**config.mk**
```make
export PLATFORM = sky130hd
export DESIGN_NAME = xoodyak_aead_seq
export DESIGN_NICKNAME = d
export VERILOG_FILES = /design/src/rtl/xoodyak_aead_seq.sv
export SDC_FILE = /design/constraint.sdc
export NUM_CORES = 2
export LEC_CHECK = 0
export ABC_AREA = 1
export CAP_MARGIN = 5
export CELL_PAD_IN_SITES_DETAIL_PLACEMENT = 0
export CELL_PAD_IN_SITES_GLOBAL_PLACEMENT = 1
export CORE_AREA = 2 2 706 708
export DETAILED_ROUTE_END_ITERATION = 10
export DIE_AREA = 0 0 708 710
export PLACE_DENSITY_LB_ADDON = 0.05
export RECOVER_POWER = 100
export SYNTH_ARGS = -nofsm -noshare
export SYNTH_HDL_FRONTEND = slang
export SYNTH_SLANG_ARGS = --single-unit
```
**constraint.sdc**
```tcl
create_clock -name eph1 -period 2.23 [get_ports eph1]
set_input_delay 0.446 -clock eph1 [delete_from_list [all_inputs] [get_ports eph1]]
set_output_delay 0.446 -clock eph1 [all_outputs]
set_load 0.01 [all_outputs]
```
**src/rtl/xoodyak_aead_seq.sv**
```systemverilog
// Purpose: sequences one Xoodyak keyed AEAD session (key, nonce, AD, text blocks, tag) around an external Xoodoo core.
// Latency: 3 + n_blocks permutations plus one cycle per Down/Up step; txt_out is valid the cycle after the txt_in handshake.
// Backpressure: txt_in_ready is raised only in CRYPT_IN and the FSM holds txt_out/txt_out_valid until txt_out_ready.
module xoodyak_aead_seq #(
  parameter int MAX_BLOCKS = 4,
  parameter int CNT_W      = $clog2(MAX_BLOCKS + 1),
  parameter int TAG_W      = 128
) (
  input  logic             eph1,
  input  logic             reset,
  input  logic             start,
  input  logic             opmode,
  input  logic [127:0]     key,
  input  logic [127:0]     nonce,
  input  logic [127:0]     assodata,
  input  logic [CNT_W-1:0] n_blocks,
  input  logic [TAG_W-1:0] verification_data,
  input  logic [191:0]     txt_in,
  input  logic             txt_in_valid,
  output logic             txt_in_ready,
  output logic [191:0]     txt_out,
  output logic             txt_out_valid,
  input  logic             txt_out_ready,
  output logic             perm_start,
  output logic [383:0]     perm_state_o,
  input  logic [383:0]     perm_state_i,
  input  logic             perm_done,
  output logic [TAG_W-1:0] authdata,
  output logic             busy,
  output logic             done,
  output logic             verify
);

  typedef enum logic [3:0] {
    S_IDLE, S_KEY, S_NONCE, S_AD, S_CRYPT_UP, S_CRYPT_IN,
    S_CRYPT_OUT, S_TAG, S_PERM_WAIT, S_DONE
  } fsm_t;

  fsm_t             fsm;
  fsm_t             wait_src;   // which Up issued the permutation in flight
  logic [383:0]     st;
  logic             op_lat;
  logic [127:0]     key_lat;
  logic [127:0]     nonce_lat;
  logic [127:0]     ad_lat;
  logic [TAG_W-1:0] vd_lat;
  logic [CNT_W-1:0] n_lat;
  logic [CNT_W-1:0] blk_cnt;

  logic [CNT_W-1:0] n_clamp;
  logic [191:0]     ks_xor;
  logic [191:0]     plain;
  logic             in_fire;
  logic             out_fire;
  logic             last_blk;
  logic [7:0]       up_cu;

  // Down: absorb X, pad byte L with 0x01, and apply the domain byte to byte 47.
  function automatic logic [383:0] down_f(input logic [383:0] s, input logic [383:0] x,
                                          input logic [5:0] len, input logic [7:0] cd);
    logic [383:0] r;
    r = s ^ x;
    r[{len, 3'b000} +: 8] = r[{len, 3'b000} +: 8] ^ 8'h01;
    r[383:376] = r[383:376] ^ cd;
    return r;
  endfunction

  assign n_clamp  = (n_blocks > CNT_W'(MAX_BLOCKS)) ? CNT_W'(MAX_BLOCKS) : n_blocks;
  assign ks_xor   = txt_in ^ st[191:0];
  // The sponge always absorbs plaintext, whichever direction the text flows.
  assign plain    = op_lat ? ks_xor : txt_in;
  assign in_fire  = txt_in_valid && txt_in_ready;
  assign out_fire = txt_out_valid && txt_out_ready;
  assign last_blk = ((blk_cnt + CNT_W'(1)) == n_lat);

  // Up domain byte for the state currently issuing a permutation.
  always_comb begin
    up_cu = 8'h00;
    if (fsm == S_TAG) begin
      up_cu = 8'h40;
    end else if ((fsm == S_CRYPT_UP) && (blk_cnt == '0)) begin
      up_cu = 8'h80;
    end
  end

  // Session FSM with all outputs registered.
  always_ff @(posedge eph1) begin
    if (reset) begin
      fsm           <= S_IDLE;
      wait_src      <= S_IDLE;
      st            <= '0;
      op_lat        <= 1'b0;
      key_lat       <= '0;
      nonce_lat     <= '0;
      ad_lat        <= '0;
      vd_lat        <= '0;
      n_lat         <= '0;
      blk_cnt       <= '0;
      txt_in_ready  <= 1'b0;
      txt_out       <= '0;
      txt_out_valid <= 1'b0;
      perm_start    <= 1'b0;
      perm_state_o  <= '0;
      authdata      <= '0;
      busy          <= 1'b0;
      done          <= 1'b0;
      verify        <= 1'b0;
    end else begin
      perm_start <= 1'b0;
      done       <= 1'b0;
      case (fsm)
        S_IDLE: begin
          if (start) begin
            op_lat    <= opmode;
            key_lat   <= key;
            nonce_lat <= nonce;
            ad_lat    <= assodata;
            vd_lat    <= verification_data;
            n_lat     <= n_clamp;
            st        <= '0;
            blk_cnt   <= '0;
            authdata  <= '0;
            verify    <= 1'b0;
            busy      <= 1'b1;
            fsm       <= S_KEY;
          end
        end
        S_KEY: begin
          st  <= down_f(st, {256'd0, key_lat}, 6'd17, 8'h02);
          fsm <= S_NONCE;
        end
        S_NONCE, S_AD, S_CRYPT_UP, S_TAG: begin
          perm_state_o <= st ^ {up_cu, 376'd0};
          perm_start   <= 1'b1;
          wait_src     <= fsm;
          fsm          <= S_PERM_WAIT;
        end
        S_PERM_WAIT: begin
          if (perm_done) begin
            case (wait_src)
              S_NONCE: begin
                st  <= down_f(perm_state_i, {256'd0, nonce_lat}, 6'd16, 8'h03);
                fsm <= S_AD;
              end
              S_AD: begin
                st  <= down_f(perm_state_i, {256'd0, ad_lat}, 6'd16, 8'h03);
                fsm <= (n_lat == '0) ? S_TAG : S_CRYPT_UP;
              end
              S_CRYPT_UP: begin
                st           <= perm_state_i;
                txt_in_ready <= 1'b1;
                fsm          <= S_CRYPT_IN;
              end
              default: begin
                st       <= perm_state_i;
                authdata <= perm_state_i[TAG_W-1:0];
                verify   <= op_lat ? (perm_state_i[TAG_W-1:0] == vd_lat) : 1'b1;
                done     <= 1'b1;
                busy     <= 1'b0;
                fsm      <= S_DONE;
              end
            endcase
          end
        end
        S_CRYPT_IN: begin
          if (in_fire) begin
            txt_out       <= ks_xor;
            st            <= down_f(st, {192'd0, plain}, 6'd24, 8'h00);
            txt_in_ready  <= 1'b0;
            txt_out_valid <= 1'b1;
            fsm           <= S_CRYPT_OUT;
          end
        end
        S_CRYPT_OUT: begin
          if (out_fire) begin
            txt_out_valid <= 1'b0;
            blk_cnt       <= blk_cnt + CNT_W'(1);
            fsm           <= last_blk ? S_TAG : S_CRYPT_UP;
          end
        end
        S_DONE: begin
          fsm <= S_IDLE;
        end
        default: begin
          fsm <= S_IDLE;
        end
      endcase
    end
  end

endmodule
```
Word-level counts from Yosys, hierarchy flattened

Index checks and enable logic that the tools add are counted.

Register bits: 1621
Input bits: 1098
Word-level logic and storage cells: 119

Add/subtract/negate cells: 1
$lt $le $gt $ge: 1
Equal/unequal tests: 19
Mux-type cells: 42
Bitwise logic cells: 15
Reduce and logical (&&, ||, !) cells: 22

Operators by type and width:

| operator             | number |
|---|---|
| $pmux W384 S4        | 1 |
| $mux W384            | 3 |
| $xor A384 B128 Y384  | 3 |
| $pmux W384 S2        | 1 |
| $mux W128            | 3 |
| $xor A384 B192 Y384  | 1 |
| $xor A384 B384 Y384  | 1 |
| $pmux W128 S2        | 1 |
| $mux W192            | 1 |
| $xor A192 B192 Y192  | 1 |
| $eq A128 B128 Y1     | 1 |
| $pmux W4 S6          | 1 |
| $eq A4 B3 Y1 const B | 5 |
| $eq A4 B2 Y1 const B | 4 |
| $mux W4              | 4 |
| $mux W8              | 2 |
| $reduce_and A4 Y1    | 4 |
| $mux W1              | 14 |
| $pmux W4 S3          | 1 |
| $ne A2 B2 Y1 const B | 5 |
| $mux W3              | 3 |
| $pmux W1 S2          | 4 |
| $reduce_bool A2 Y1   | 4 |
| $not A1 Y1           | 7 |
| other kinds (17)     | 25 |

Logic depth before layout (Yosys ltp)

Word-level depth: 6
Depth in mapped cells: 13
Depth with buffers taken out: 13

Least setup slack after synthesis

Ideal clock, no wire load.

Path type: register -> register
From: reg fsm[0]
To: reg st[150]
Library setup time: 0.133 ns
Data arrival time: 1.566 ns
Slack: 0.532 ns
Cell stages (with the launch flop): 13
Buffers on the path: 2
Period minus slack after synthesis: 1.698 ns
Path through: dfxtp_1 -> nor2_2 -> nand2_2 -> nor2_4 -> nand2_2 -> nand2_1 -> nor2_4 -> inv_2 -> nor2_2 -> buf_4 -> buf_2 -> o21ai_0 -> a21oi_1

Word-level cells in the longest chain between the ends: 3
Elaborated cells between the ends (all ways): 10

RTL lines:

| element                                                             | RTL line | RTL |
|---|---|---|
| start, declared                                                     | 39       | `fsm_t fsm;` |
| start signal, assigned                                              | 147      | `fsm <= (n_lat == '0) ? S_TAG : S_CRYPT_UP;` |
| start signal, assigned                                              | 178      | `fsm <= last_blk ? S_TAG : S_CRYPT_UP;` |
| $eq A4 B3 Y1 (tied with other cells)                                | 111      | `case (fsm)` |
| $reduce_bool A4 Y1 (no source line) or $ne A2 B2 Y1 (tied branches) | -        |  |
| $reduce_and A4 Y1 (no source line)                                  | -        |  |
| end signal, assigned                                                | 129      | `st <= down_f(st, {256'd0, key_lat}, 6'd17, 8'h02);` |
| end signal, assigned                                                | 142      | `st <= down_f(perm_state_i, {256'd0, nonce_lat}, 6'd16, 8'h03);` |
| end signal, assigned                                                | 146      | `st <= down_f(perm_state_i, {256'd0, ad_lat}, 6'd16, 8'h03);` |
| end, declared                                                       | 41       | `logic [383:0] st;` |

Parallel ways exist; a longest one is shown, timed or not.
A chain may end at the register's enable or synchronous reset.

Final worst setup path

From: reg fsm[1]
To: reg st[132]

Same word-level chain as after synthesis.

==> impl_metrics.tcl <==
set metrics [dict create \
    synthToLayoutAreaGrowth_pct 62.9 \
    synth_top_family_by_area "compound AO/OA/AOI/OAI gates" \
    rsz0062_at_grt "true" \
    timing.rr.start "fsm[1]" \
    die_width_um 708 \
    hpwl_um 398000 \
    yosysUniqueCellTypes 39 \
    die-area_um2 503000 \
    hold-path-cell-count 3 \
    hold_class "in2reg" \
    period_needed_ps 2210 \
    io_buffers 1807 \
    hold_ws_ps 113 \
    ioPinCount 1808 \
    h-tree-depth 4 \
    yosysSeqAreaShare 0.484 \
    crit_chain "nor2_4, nand2_2, buf_6, nand2_4, nand2_4, nor2_4, buf_12, clkinv_8, nor2_4, buf_12, buf_12, clkbuf_16, o21ai_2, a21oi_1" \
    status "finished, final reports clean" \
    clkSinkCount 1621 \
    ff2ff_path_depth 14 \
    drtIter0Drc 3964 \
    max_freq_ghz 0.452 \
    vias 72500 \
    cts_tree "built" \
    grt-ovfl-total 0 \
    min_to "vd_lat[105]" \
    synth.area.mux_share 0 \
    start_kind "flip-flop" \
    nets 12300 \
    vias_per_cell 4.02 \
    drtPass1Iterations 5 \
    syn_inst 8917 \
    synth_simple_gate_area_frac 0.178 \
    cp.arrival_ps 3050 \
    p_leak_uw 0.0414 \
    hold_start "verification_data[105]" \
    drc 0 \
    synthesis.nets 10000 \
    place_inst 17300 \
    cp_max_fo 8 \
    synth_seq_cells 1621 \
    synthAdderAreaFrac 0.000373 \
    vdd_ir_drop_max_mv 0.666 \
    cp_data_required_time_ps 3070 \
    numCtsBuffers 234 \
    yosysWarnings 0 \
    powerDensity_nw_per_um2 857 \
    cap_violations 0 \
    synth_compound_area_frac 0.223 \
    grt_max_degree 100 \
    clk_pin_slew_ps 60 \
    cpMaxStageDelayCell "dfxtp_4" \
    die_y_um 710 \
    cp_slowest_stage_delay_ps 360 \
    coreArea_um2 495000 \
    cp-end-kind "flip-flop" \
    worst_slew_pin_slew_ps 911 \
    wl_um 519000 \
    fin_skew_ps 61.4 \
    drv_slew 0 \
    cts_root_buf "clkbuf_16" \
    drive_gt1_frac 0.138 \
    rr_endpoint "st[132]" \
    clock_latency_ps 950 \
    r2r_slack_ps 20 \
    start_util 0.135 \
    antenna_found_initial 271 \
    syn_avg_cell_area_um2 7.51 \
    slew_headroom 0.392 \
    avgRoutedWirePerCell_um 28.8 \
    rows 259 \
    layout_common_cells "nand2_1, a21oi_1, dfxtp_1" \
    synth.cell_area_um2 67000 \
    track_usage 0.195 \
    gp_congestion 0.838 \
    ant_nets 0 \
    final_common_cell "nand2_1" \
    finalNonFillerCells 18000 \
    fin_crit_sh 0.992 \
    worstSetupPathType "reg2reg" \
    grt_pass1_wl_um 672000 \
    synth_xor_area_frac 0.0578 \
    finalSetupViolations 0 \
    clockBufferDepth 4 \
    finalHoldViolations 0 \
    grt_pass1_vias 71500 \
]
state kept, by name, summed over array words and instances (netlist names), 128 cells and up:
name / flops
ad_lat: 128
st: 384
perm_state_o: 384
txt_out: 192
key_lat: 128
authdata: 128
vd_lat: 128
nonce_lat: 128
final cells by class:
cell class              count  area (µm²)
fillers                 54900      386000
flip-flops and latches   1621       32600
multi-input cells        6403       31300
repair buffers           2787       28500
well taps                6525        8160
clock buffers             370        7000
inverters                 191         787
clock inverters            44         561
diodes                     88         220
per-stage QoR:
stage	setup TNS [ps]	cell area [µm²]	setup WS, ps	total power, µW	util
after detailed placement	-177000	98400	-999	54500	0.199
after global routing	-4150	109000	-124	98300	0.220
after global placement	-174120	98400	-1070	54600	0.199
after CTS	-10.3	107000	-5.42	94300	0.217
after floorplan	0	67000	532	41700	-
final	0	109000	17.4	93600	0.220
worst max-delay path, delay by kind of cell (launching register included):
family          cells  cell delay [ps]
simple gates        6              730
flops               1              360
buf+inv             6              830
compound gates      2              190
report_power, final:
group	total (µW)	switching, µW	internal (µW)
combinational	22200	13000	9210
sequential	33100	1860	31200
clock	38200	15800	22400
metal layers:
| layer | vias to the layer above | wire [µm] | global-route usage |
|---|---|---|---|
| met4 | 148 | 20000 | 0.0680 |
| met2 | 2068 | 259000 | 0.348 |
| met3 | 811 | 33800 | 0.0538 |
| li1 | 34600 | - | - |
| met5 | - | 954 | 0 |
| met1 | 34900 | 205000 | 0.221 |
cells in the mapped netlist:
cell	n	area, µm²
o21a_1	21	158
buf_6	3	33.8
or2_2	1	6.26
and2_0	4	25.0
nand4_1	3	18.8
clkinv_2	1	5.00
nor3_1	23	115
nand3_2	2	20.0
buf_1	36	135
buf_4	36	270
buf_2	170	851
xnor2_1	314	2750
a22oi_1	17	128
nor2_4	4	45.0
nand3_1	273	1370
o21ai_0	1037	5190
nand2_2	4	25.0
clkinv_1	1	3.75
o221ai_1	17	149
dfxtp_1	1621	32500
o22ai_1	17	106
o211ai_1	18	135
ha_1	2	25.0
xor2_1	128	1120
a21oi_1	1609	8050
inv_1	177	664
nor4_1	9	56.3
nor2_1	1063	3990
nand2_1	1625	6100
o31ai_1	1	7.51
and2_1	9	56.3
nor2_2	7	43.8
a31oi_1	6	37.5
nor3b_1	12	90.1
inv_2	11	41.3
clkbuf_1	457	1720
o21ai_1	128	641
inv_4	1	6.26
a211oi_1	49	368
worst max path at each step:
stage	from	end	slack [ps]	cells past startpoint
after floorplan	fsm[0]	st[150]	530	12
after global placement	perm_state_i[1]	verify	-1070	15
after detailed placement	perm_state_i[0]	verify	-1000	15
after CTS	wait_src[1]	st[81]	-5	11
after global routing	fsm[1]	st[135]	-120	14
final	fsm[1]	st[132]	20	14
cell families after synthesis:
group                    after synthesis
XOR/XNOR                             442
AND/OR/NAND/NOR                     3039
flip-flops                          1621
AO/OA/AOI/OAI                       2920
buffers and inverters                893
adder cells (fa/ha/maj)                2
repair_timing:
action                                  in CTS  in global routing
setup buffers                               11                 41
gates resized for setup                   1233                201
pin swaps                                    8                 21
hold buffers                               128                  0
hold endpoints to repair                   145                  0
endpoints found under the setup margin    1037                409
cloned                                       4                 25
(Power assumes the default switching activity.)
